`config.mk`:
```
export PLATFORM = sky130hd
export DESIGN_NAME = eif_neuron_scheduler_flat
export DESIGN_NICKNAME = d
export VERILOG_FILES = /design/src/rtl/eif_neuron_scheduler_if.sv /design/src/rtl/eif_neuron_scheduler.sv /design/src/flat_wrapper.sv
export SDC_FILE = /design/constraint.sdc
export NUM_CORES = 1
export LEC_CHECK = 0
export BUFFER_PORTS_ARGS = -buffer_cell sky130_fd_sc_hd__buf_2
export CAP_MARGIN = 20
export CORE_AREA = 3 3 106 108
export CTS_CLUSTER_SIZE = 24
export DETAILED_ROUTE_END_ITERATION = 12
export DIE_AREA = 0 0 109 111
export GPL_ROUTABILITY_DRIVEN = 0
export PLACE_DENSITY_LB_ADDON = 0.05
export SETUP_SLACK_MARGIN = 0.2
export SLEW_MARGIN = 20
export SYNTH_ARGS = -nofsm -noshare
export SYNTH_HDL_FRONTEND = slang
export SYNTH_SLANG_ARGS = --single-unit
```
`constraint.sdc`:
```
create_clock -name clk -period 4 [get_ports clk]
set_input_delay 0 -clock clk [delete_from_list [all_inputs] [get_ports clk]]
set_output_delay 0 -clock clk [all_outputs]
set_load 0.005 [all_outputs]
```
`src/rtl/eif_neuron_scheduler_if.sv`:
```
// Datapath request/response and spike-event handshake bundle for
// eif_neuron_scheduler. The master side is the scheduler; the slave side
// is the shared neuron update core together with the spike consumer.
interface eif_neuron_scheduler_if #(
    parameter int ID_W = 2,
    parameter int W    = 8
) ();
    logic            req_valid;
    logic [W-1:0]    req_state;
    logic [W-1:0]    req_current;
    logic            resp_valid;
    logic [W-1:0]    resp_state;
    logic            resp_spike;
    logic            spike_valid;
    logic [ID_W-1:0] spike_id;
    logic            spike_ready;

    modport master (
        output req_valid, req_state, req_current, spike_valid, spike_id,
        input  resp_valid, resp_state, resp_spike, spike_ready
    );

    modport slave (
        input  req_valid, req_state, req_current, spike_valid, spike_id,
        output resp_valid, resp_state, resp_spike, spike_ready
    );
endinterface

```
`src/rtl/eif_neuron_scheduler.sv`:
```
// Time-multiplexed sweep controller sharing one EIF update datapath among
// N_NEURONS virtual neurons. Owns the per-neuron membrane state and input
// current tables. Optional feature macro: EIF_SCHED_REFRACTORY_EN adds a
// per-neuron refractory counter that skips a neuron for REFRAC_TICKS sweeps
// after it spikes.
module eif_neuron_scheduler #(
    parameter int N_NEURONS    = 4,
    parameter int ID_W         = 2,
    parameter int W            = 8,
    parameter int U_REST       = 50,
    parameter int REFRAC_TICKS = 2
) (
    input  logic                           clk,
    input  logic                           rst,
    input  logic                           tick,
    input  logic                           cur_we,
    input  logic [ID_W-1:0]                cur_addr,
    input  logic [W-1:0]                   cur_data,
    eif_neuron_scheduler_if.master         bus,
    output logic                           busy,
    output logic                           done,
    output logic                           tick_overrun
);

    typedef enum logic [2:0] {
        S_IDLE,
        S_ISSUE,
        S_WAIT,
        S_WRITE,
        S_EMIT,
        S_DONE
    } state_t;

    state_t          st;
    logic [W-1:0]    state_mem [N_NEURONS];
    logic [W-1:0]    cur_mem   [N_NEURONS];
    logic [ID_W-1:0] idx;
    logic [ID_W-1:0] nidx;
    logic            last;
    logic [W-1:0]    resp_state_q;
    logic            resp_spike_q;
    logic            skip_cur;
    logic            issue_first;
    logic            issue_next;
    logic            advance;

    assign nidx = idx + ID_W'(1);
    assign last = (idx == ID_W'(N_NEURONS - 1));

`ifdef EIF_SCHED_REFRACTORY_EN
    localparam int RC_W = (REFRAC_TICKS > 1) ? $clog2(REFRAC_TICKS + 1) : 1;
    logic [RC_W-1:0] refr [N_NEURONS];

    assign skip_cur    = (refr[idx] != '0);
    assign issue_first = (refr[0] == '0);
    assign issue_next  = (refr[nidx] == '0);
`else
    logic unused_refrac;

    assign unused_refrac = ^REFRAC_TICKS;
    assign skip_cur      = 1'b0;
    assign issue_first   = 1'b1;
    assign issue_next    = 1'b1;
`endif

    // Step to the next neuron (or finish the sweep) this cycle.
    always_comb begin
        advance = 1'b0;
        case (st)
            S_ISSUE: advance = skip_cur;
            S_WRITE: advance = !resp_spike_q;
            S_EMIT:  advance = bus.spike_ready;
            default: advance = 1'b0;
        endcase
    end

    // Input current table; writable in any FSM state.
    always_ff @(posedge clk or posedge rst) begin
        if (rst) begin
            for (int unsigned i = 0; i < N_NEURONS; i++) begin
                cur_mem[i] <= '0;
            end
        end else if (cur_we) begin
            cur_mem[cur_addr] <= cur_data;
        end
    end

    // Sweep FSM with registered outputs and membrane state write-back.
    // The request registers are loaded on the edge that enters ISSUE, so a
    // current write landing during ISSUE only affects the next sweep.
    always_ff @(posedge clk or posedge rst) begin
        if (rst) begin
            st              <= S_IDLE;
            idx             <= '0;
            bus.req_valid   <= 1'b0;
            bus.req_state   <= '0;
            bus.req_current <= '0;
            bus.spike_valid <= 1'b0;
            bus.spike_id    <= '0;
            busy            <= 1'b0;
            done            <= 1'b0;
            tick_overrun    <= 1'b0;
            resp_state_q    <= '0;
            resp_spike_q    <= 1'b0;
            for (int unsigned i = 0; i < N_NEURONS; i++) begin
                state_mem[i] <= W'(U_REST);
`ifdef EIF_SCHED_REFRACTORY_EN
                refr[i] <= '0;
`endif
            end
        end else begin
            done <= 1'b0;
            if (tick && st != S_IDLE) begin
                tick_overrun <= 1'b1;
            end

            case (st)
                S_IDLE: begin
                    if (tick) begin
                        st              <= S_ISSUE;
                        idx             <= '0;
                        busy            <= 1'b1;
                        bus.req_valid   <= issue_first;
                        bus.req_state   <= state_mem[0];
                        bus.req_current <= cur_mem[0];
                    end
                end
                S_ISSUE: begin
                    bus.req_valid <= 1'b0;
                    if (!skip_cur) begin
                        st <= S_WAIT;
                    end
`ifdef EIF_SCHED_REFRACTORY_EN
                    else begin
                        refr[idx] <= refr[idx] - RC_W'(1);
                    end
`endif
                end
                S_WAIT: begin
                    if (bus.resp_valid) begin
                        resp_state_q <= bus.resp_state;
                        resp_spike_q <= bus.resp_spike;
                        st           <= S_WRITE;
                    end
                end
                S_WRITE: begin
                    state_mem[idx] <= resp_state_q;
                    if (resp_spike_q) begin
                        st              <= S_EMIT;
                        bus.spike_valid <= 1'b1;
                        bus.spike_id    <= idx;
`ifdef EIF_SCHED_REFRACTORY_EN
                        refr[idx] <= RC_W'(REFRAC_TICKS);
`endif
                    end
                end
                S_EMIT: begin
                    if (bus.spike_ready) begin
                        bus.spike_valid <= 1'b0;
                    end
                end
                S_DONE: begin
                    busy <= 1'b0;
                    st   <= S_IDLE;
                end
                default: st <= S_IDLE;
            endcase

            if (advance) begin
                if (last) begin
                    st   <= S_DONE;
                    done <= 1'b1;
                end else begin
                    idx             <= nidx;
                    st              <= S_ISSUE;
                    bus.req_valid   <= issue_next;
                    bus.req_state   <= state_mem[nidx];
                    bus.req_current <= cur_mem[nidx];
                end
            end
        end
    end

endmodule

```
`src/flat_wrapper.sv`:
```
// flat-port wrapper written by rule: the top's interface ports become plain ports
module eif_neuron_scheduler_flat 
#(
    parameter int N_NEURONS    = 4,
    parameter int ID_W         = 2,
    parameter int W            = 8,
    parameter int U_REST       = 50,
    parameter int REFRAC_TICKS = 2
)
  (clk, rst, tick, cur_we, cur_addr, cur_data, busy, done, tick_overrun, bus_req_valid, bus_req_state, bus_req_current, bus_spike_valid, bus_spike_id, bus_resp_valid, bus_resp_state, bus_resp_spike, bus_spike_ready);
  eif_neuron_scheduler_if #(.ID_W(ID_W), .W(W)) bus_i ();
  input  logic clk;
  input  logic rst;
  input  logic tick;
  input  logic cur_we;
  input  logic [ID_W-1:0] cur_addr;
  input  logic [W-1:0] cur_data;
  output logic busy;
  output logic done;
  output logic tick_overrun;
  output wire logic [$bits(bus_i.req_valid)-1:0] bus_req_valid;
  output wire logic [$bits(bus_i.req_state)-1:0] bus_req_state;
  output wire logic [$bits(bus_i.req_current)-1:0] bus_req_current;
  output wire logic [$bits(bus_i.spike_valid)-1:0] bus_spike_valid;
  output wire logic [$bits(bus_i.spike_id)-1:0] bus_spike_id;
  input wire logic [$bits(bus_i.resp_valid)-1:0] bus_resp_valid;
  input wire logic [$bits(bus_i.resp_state)-1:0] bus_resp_state;
  input wire logic [$bits(bus_i.resp_spike)-1:0] bus_resp_spike;
  input wire logic [$bits(bus_i.spike_ready)-1:0] bus_spike_ready;
  assign bus_req_valid = bus_i.req_valid;
  assign bus_req_state = bus_i.req_state;
  assign bus_req_current = bus_i.req_current;
  assign bus_spike_valid = bus_i.spike_valid;
  assign bus_spike_id = bus_i.spike_id;
  assign bus_i.resp_valid = bus_resp_valid;
  assign bus_i.resp_state = bus_resp_state;
  assign bus_i.resp_spike = bus_resp_spike;
  assign bus_i.spike_ready = bus_spike_ready;
  eif_neuron_scheduler #(.N_NEURONS(N_NEURONS), .ID_W(ID_W), .W(W), .U_REST(U_REST), .REFRAC_TICKS(REFRAC_TICKS)) u_core (.clk(clk), .rst(rst), .tick(tick), .cur_we(cur_we), .cur_addr(cur_addr), .cur_data(cur_data), .bus(bus_i), .busy(busy), .done(done), .tick_overrun(tick_overrun));
endmodule
```
# Word-level counts from Yosys, hierarchy flattened
# Index checks and enable logic that the tools add are counted.
# W data, S select, Z words.
dict set report op_classes {
  muxes 42
  addsub 1
  n_reduce_logical 13
  bitwise_logic 3
  n_eq_ne 13
  order_cmp 5
}
# operator n
set ops {}
lappend ops {{$mux W8} 14}
lappend ops {{$bwmux W32} 2}
lappend ops {{$bmux W8 S2} 2}
lappend ops {{$demux W8 S2} 2}
lappend ops {{$mux W3} 5}
lappend ops {{$pmux W3 S5} 1}
lappend ops {{$ge A3 B3 Y1 const B} 3}
lappend ops {{$not A2 Y3} 3}
lappend ops {{$mux W1} 8}
lappend ops {{$mux W2} 4}
lappend ops {{$pmux W1 S2} 4}
lappend ops {{$eq A3 B2 Y1 const B} 2}
lappend ops {{$eq A3 B3 Y1 const B} 2}
lappend ops {{$lt A3 B1 Y1 const B} 2}
lappend ops {{$ne A3 B2 Y1 const B} 2}
lappend ops {{$reduce_and A2 Y1} 3}
lappend ops {{$ne A2 B1 Y1 const B} 2}
lappend ops {{$ne A2 B2 Y1 const B} 2}
lappend ops {{$reduce_and A4 Y1} 1}
lappend ops {{$reduce_bool A2 Y1} 2}
lappend ops {{$eq A3 B1 Y1 const B} 1}
lappend ops {{$logic_and A1 B1 Y1} 3}
lappend ops {{$logic_not A3 Y1} 1}
lappend ops {{$ne A3 B1 Y1 const B} 1}
lappend ops {{other kinds (5)} 5}
dict set report totals {
  elab_cells 97
  ff_bits 101
  inputBits 25
}

# Longest topological paths before layout
dict set report depth {
  word_depth 7
  depth_mapped 8
  ltp_nobuf 4
}

# Worst setup path before layout
# Ideal clock, no wire load.
dict set report synth_timing {
  path_type {register to register}
  startpoint {register u_core.idx[0]}
  endpoint {register u_core.bus.req_current[3]}
  stages_incl_launch_ff 9
  slack_ns 1.622
  required_ns 3.875
  setup_time_ns 0.125
  arrival_time_ns 2.253
  period_less_slack_ns 2.378
  path_cell_list {dfrtp_1 > buf_2 > buf_2 > inv_1 > ha_1 > buf_6 > buf_6 > mux4_2 > mux2_4}
}
dict set report synth_via {
  elab_chain_len 7
  elab_cells_between_ends 8
}
# item line
set synth_lines {}
lappend synth_lines {{from (decl)} eif_neuron_scheduler.sv:37} ;# logic [ID_W-1:0] idx;
lappend synth_lines {{from (signal assigned)} eif_neuron_scheduler.sv:174} ;# idx <= nidx;
lappend synth_lines {{$add A2 B1 Y2} eif_neuron_scheduler.sv:47} ;# assign nidx = idx + ID_W'(1);
lappend synth_lines {{$not A2 Y3 (not written as such)} eif_neuron_scheduler.sv:178} ;# bus.req_current <= cur_mem[nidx];
lappend synth_lines {{$bmux W8 S2} eif_neuron_scheduler.sv:178}
lappend synth_lines {{$mux W8 (not written as such) (2 in a row)} eif_neuron_scheduler.sv:178}
lappend synth_lines {{$mux W8 *} eif_neuron_scheduler.sv:170} ;# if (last) begin
lappend synth_lines {{$mux W8 *} eif_neuron_scheduler.sv:169} ;# if (advance) begin
lappend synth_lines {{to (signal assigned)} eif_neuron_scheduler.sv:125} ;# bus.req_current <= cur_mem[0];
lappend synth_lines {{to (signal assigned)} eif_neuron_scheduler.sv:178}
lappend synth_lines {{to (decl)} eif_neuron_scheduler_if.sv:19} ;# output req_valid, req_state, req_current, spike_valid, spike_id,
# Every way passes the cells marked *; elsewhere a longest branch is shown, timed or not. The select of a mux whose other input is x is not followed.
# A chain may end at the register's enable or synchronous reset.

# Final worst setup path
dict set report layout_timing {
  startpoint {register u_core.idx[1]}
  endpoint {register u_core.bus.req_current[4]}
}
# The elaborated chain is that of the path after synthesis.

==> results.ini <==
[worst_setup_path]
worst-path-max-fanout = 17
crit_arrival_ps = 2670
max_stage_delay_ps = 960
worstPathCellList = inv_1, ha_1, mux4_2, mux2_4
path_buf_inv = 1
endpoint_kind = flop
worst_setup_path_start_kind = flop
slowest_stage = ha_1
worstSetupPathType = reg2reg
crit_family = adder cells
worst_ep_required_time_ps = 4230

[finish]
nFillCells = 886
multiInputGateArea_um2 = 1989
layout-drive-gt1-share = 0.5742
diodes = 0
area_delta_synth_final_pct = 16.67
regArea_um2 = 2542
num-nets-final = 388

[routing]
drt_pre_antenna_iters = 4
wl_per_cell_um = 17.92
drtIter0Drc = 83
vias = 2573
drc_errors = 0
vias_per_cell = 5.146
routed_wirelength_mm = 8.961
postRouteAntennaNets = 0

[cts]
clock_path_buffers = 2
numCtsBuffers = 9
cts_sinks = 101
postCtsHoldBufs = 20
cts_tree = done
path_clk_slew_ps = 100
cts_max_level = 3
clk_latency_ps = 350
root_buffer = clkbuf_8
ctsResizeCount = 0
cts_setup_buffers = 0

[yosys]
synth.distinct_cells = 37
yosysTopAreaCell = dfrtp_1
netlist_instances = 289
syn_area_um2 = 4647
yosysTopAreaCellShare = 0.4793
synth_nets = 318
yosys_warnings = 0
ys_seq_area_frac = 0.5471
synth_area_leaders = dfrtp_1, mux2_2, mux4_2
ys_ff_latch = 101
synth_flop_cell = dfrtp_1
async_reset_ff_frac = 1.000
synth.avg_cell_area_um2 = 16.08
synth_enable_flop_cells = 0

[timing]
fmax_ghz = 0.4097
post-route-period-util = 0.6102
slew_headroom = 0.3269
worst_slew_pin_slew_ps = 1010
fin_crit_ps = 2441
slew_violations = 0
clock_skew_ps = 15.79
grt_setup_unrepaired = no
finalSetupTns_ps = 0
finalSetupViolCount = 0
hold_viol_final = 0
layout_setup_ws_ps = 1559

[grt]
grt-ovfl-total = 0
grt_util_met3 = 0.03262
met1_usage = 0.2374
met2_usage = 0.2359
grt_pass1_vias = 2703
busiest_layer = met1
antenna_found_initial = 0
track_usage = 0.1584
grt_max_degree = 74
grt_pass1_wl_mm = 14.81

[floorplanning]
design.die.area_um2 = 12100
core-area_um2 = 10320
core.rowCount = 37
ioPinCount = 48
start_util = 0.4501
die_y_um = 111
fp.dieW_um = 109

[pwr]
ir_drop_v = 0.0002616
power_leakage_uw = 0.002413
power.total_uw = 3838
power_density_nw_per_um2 = 708.0

[min_path]
hold_class = in2reg

[run]
maxCapViolations = 0

[place]
post-dp-hpwl_mm = 5.659
port_buffers = 47
place_ws_ps = 1523

[outcome]
status = finished clean

## cell usage in the layout, fill, tap and decap left out, types with 2 or more instances in the layout
cell type / n
mux2_2: 95
dfrtp_1: 89
buf_2: 47
dlygate4sd3_1: 20
mux4_2: 16
clkbuf_8: 12
dfstp_2: 12
mux2_4: 9
nor2_1: 7
mux2_1: 5
o21ai_0: 4
ha_1: 4
buf_4: 4
nand2_2: 3
nand3b_1: 3
inv_1: 3
nor2b_1: 3
nand2_1: 2
o31ai_1: 2
a21oi_1: 2
bufinv_16: 2
## stage by stage
| stage | area (um2) | util | cells | hold WS [ps] |
|---|---|---|---|---|
| global route | 5421 | 0.5251 | 500 | 109.8 |
| global placement | 4985 | 0.4829 | 464 | 231.0 |
| detailed placement | 4985 | 0.4829 | 464 | 235.8 |
| finish | 5421 | 0.5251 | 500 | 102.3 |
| CTS | 5421 | 0.5251 | 500 | 79.57 |
| floorplan | 4647 | - | 289 | 135.3 |
## logic make-up after synthesis
group	count (synthesis)	share of synthesized area
AND/OR/NAND/NOR	30	0.04658
flip-flops	101	0.5471
buffers and inverters	16	0.02665
multiplexers	125	0.3490
AO/OA/AOI/OAI	12	0.01804
adder cells (fa/ha/maj)	4	0.01077
XOR/XNOR	1	0.001885
## sequential cells by signal (all words and copies together) (netlist names)
name                    cells
u_core.bus.req_current      8
u_core.bus.req_state        8
u_core.bus.req_valid        1
u_core.bus.spike_id         2
u_core.bus.spike_valid      1
u_core.busy                 1
u_core.cur_mem             32
u_core.done                 1
u_core.idx                  2
u_core.resp_spike_q         1
u_core.resp_state_q         8
u_core.st                   3
u_core.state_mem           32
u_core.tick_overrun         1
## routing by layer
| metal | share of wire | wire [um] |
|---|---|---|
| met4 | 0.0097 | 87 |
| met5 | 0 | 0 |
| met2 | 0.47 | 4169 |
| met1 | 0.50 | 4468 |
| met3 | 0.026 | 237 |
## layout make-up
cell class | instances | area share
clock inverter | 3 | 0.01246
clock buffer | 13 | 0.03116
multi-input combinational | 172 | 0.3670
timing repair buffer | 71 | 0.08585
tap | 136 | 0.03139
sequential | 101 | 0.4690
inverter | 4 | 0.003231
## worst paths after layout
kind / startpoint / to / slack [ps] / cells after the start
setup / recovery: u_core.idx[1]$_DFF_PP0_ / u_core.bus.req_current[4]$_DFF_PP0_ / 1560 / 4
hold / removal: bus_resp_valid / u_core.st[2]$_DFFE_PP0P_ / 100 / 4
setup reg to reg: u_core.idx[1]$_DFF_PP0_ / u_core.bus.req_current[4]$_DFF_PP0_ / 1560 / 4
hold reg to reg: u_core.tick_overrun$_DFFE_PP0P_ / u_core.tick_overrun$_DFFE_PP0P_ / 470 / 1
max in group asynchronous: rst / u_core.state_mem[1]$_DFFE_PP1P_ / 2640 / 4
min in group asynchronous: rst / u_core.bus.req_current[2]$_DFF_PP0_ / 370 / 3
## where the power goes
group / leakage (uW) / internal (uW) / switching, uW
Clock: 0.000116 / 405 / 342
Sequential: 0.00122 / 1420 / 284
Combinational: 0.00108 / 872 / 513
Total: 0.00241 / 2700 / 1140
## tightest hold or removal path: stages
cell and delay, ps:
buf_2 100, o21ai_0 70, or3b_1 170, a311oi_1 90
## cells in the mapped netlist (3+ instances only)
cell type and n:
buf_2 3, buf_4 3, buf_6 5, dfrtp_1 89, dfstp_2 12, ha_1 4, inv_1 4, mux2_1 5
mux2_2 95, mux2_4 9, mux4_2 16, nand2_2 3, nand3b_1 3, nor2_1 7, nor2b_1 3, o21ai_0 4
No activity file was read; power rests on OpenSTA's default activity.
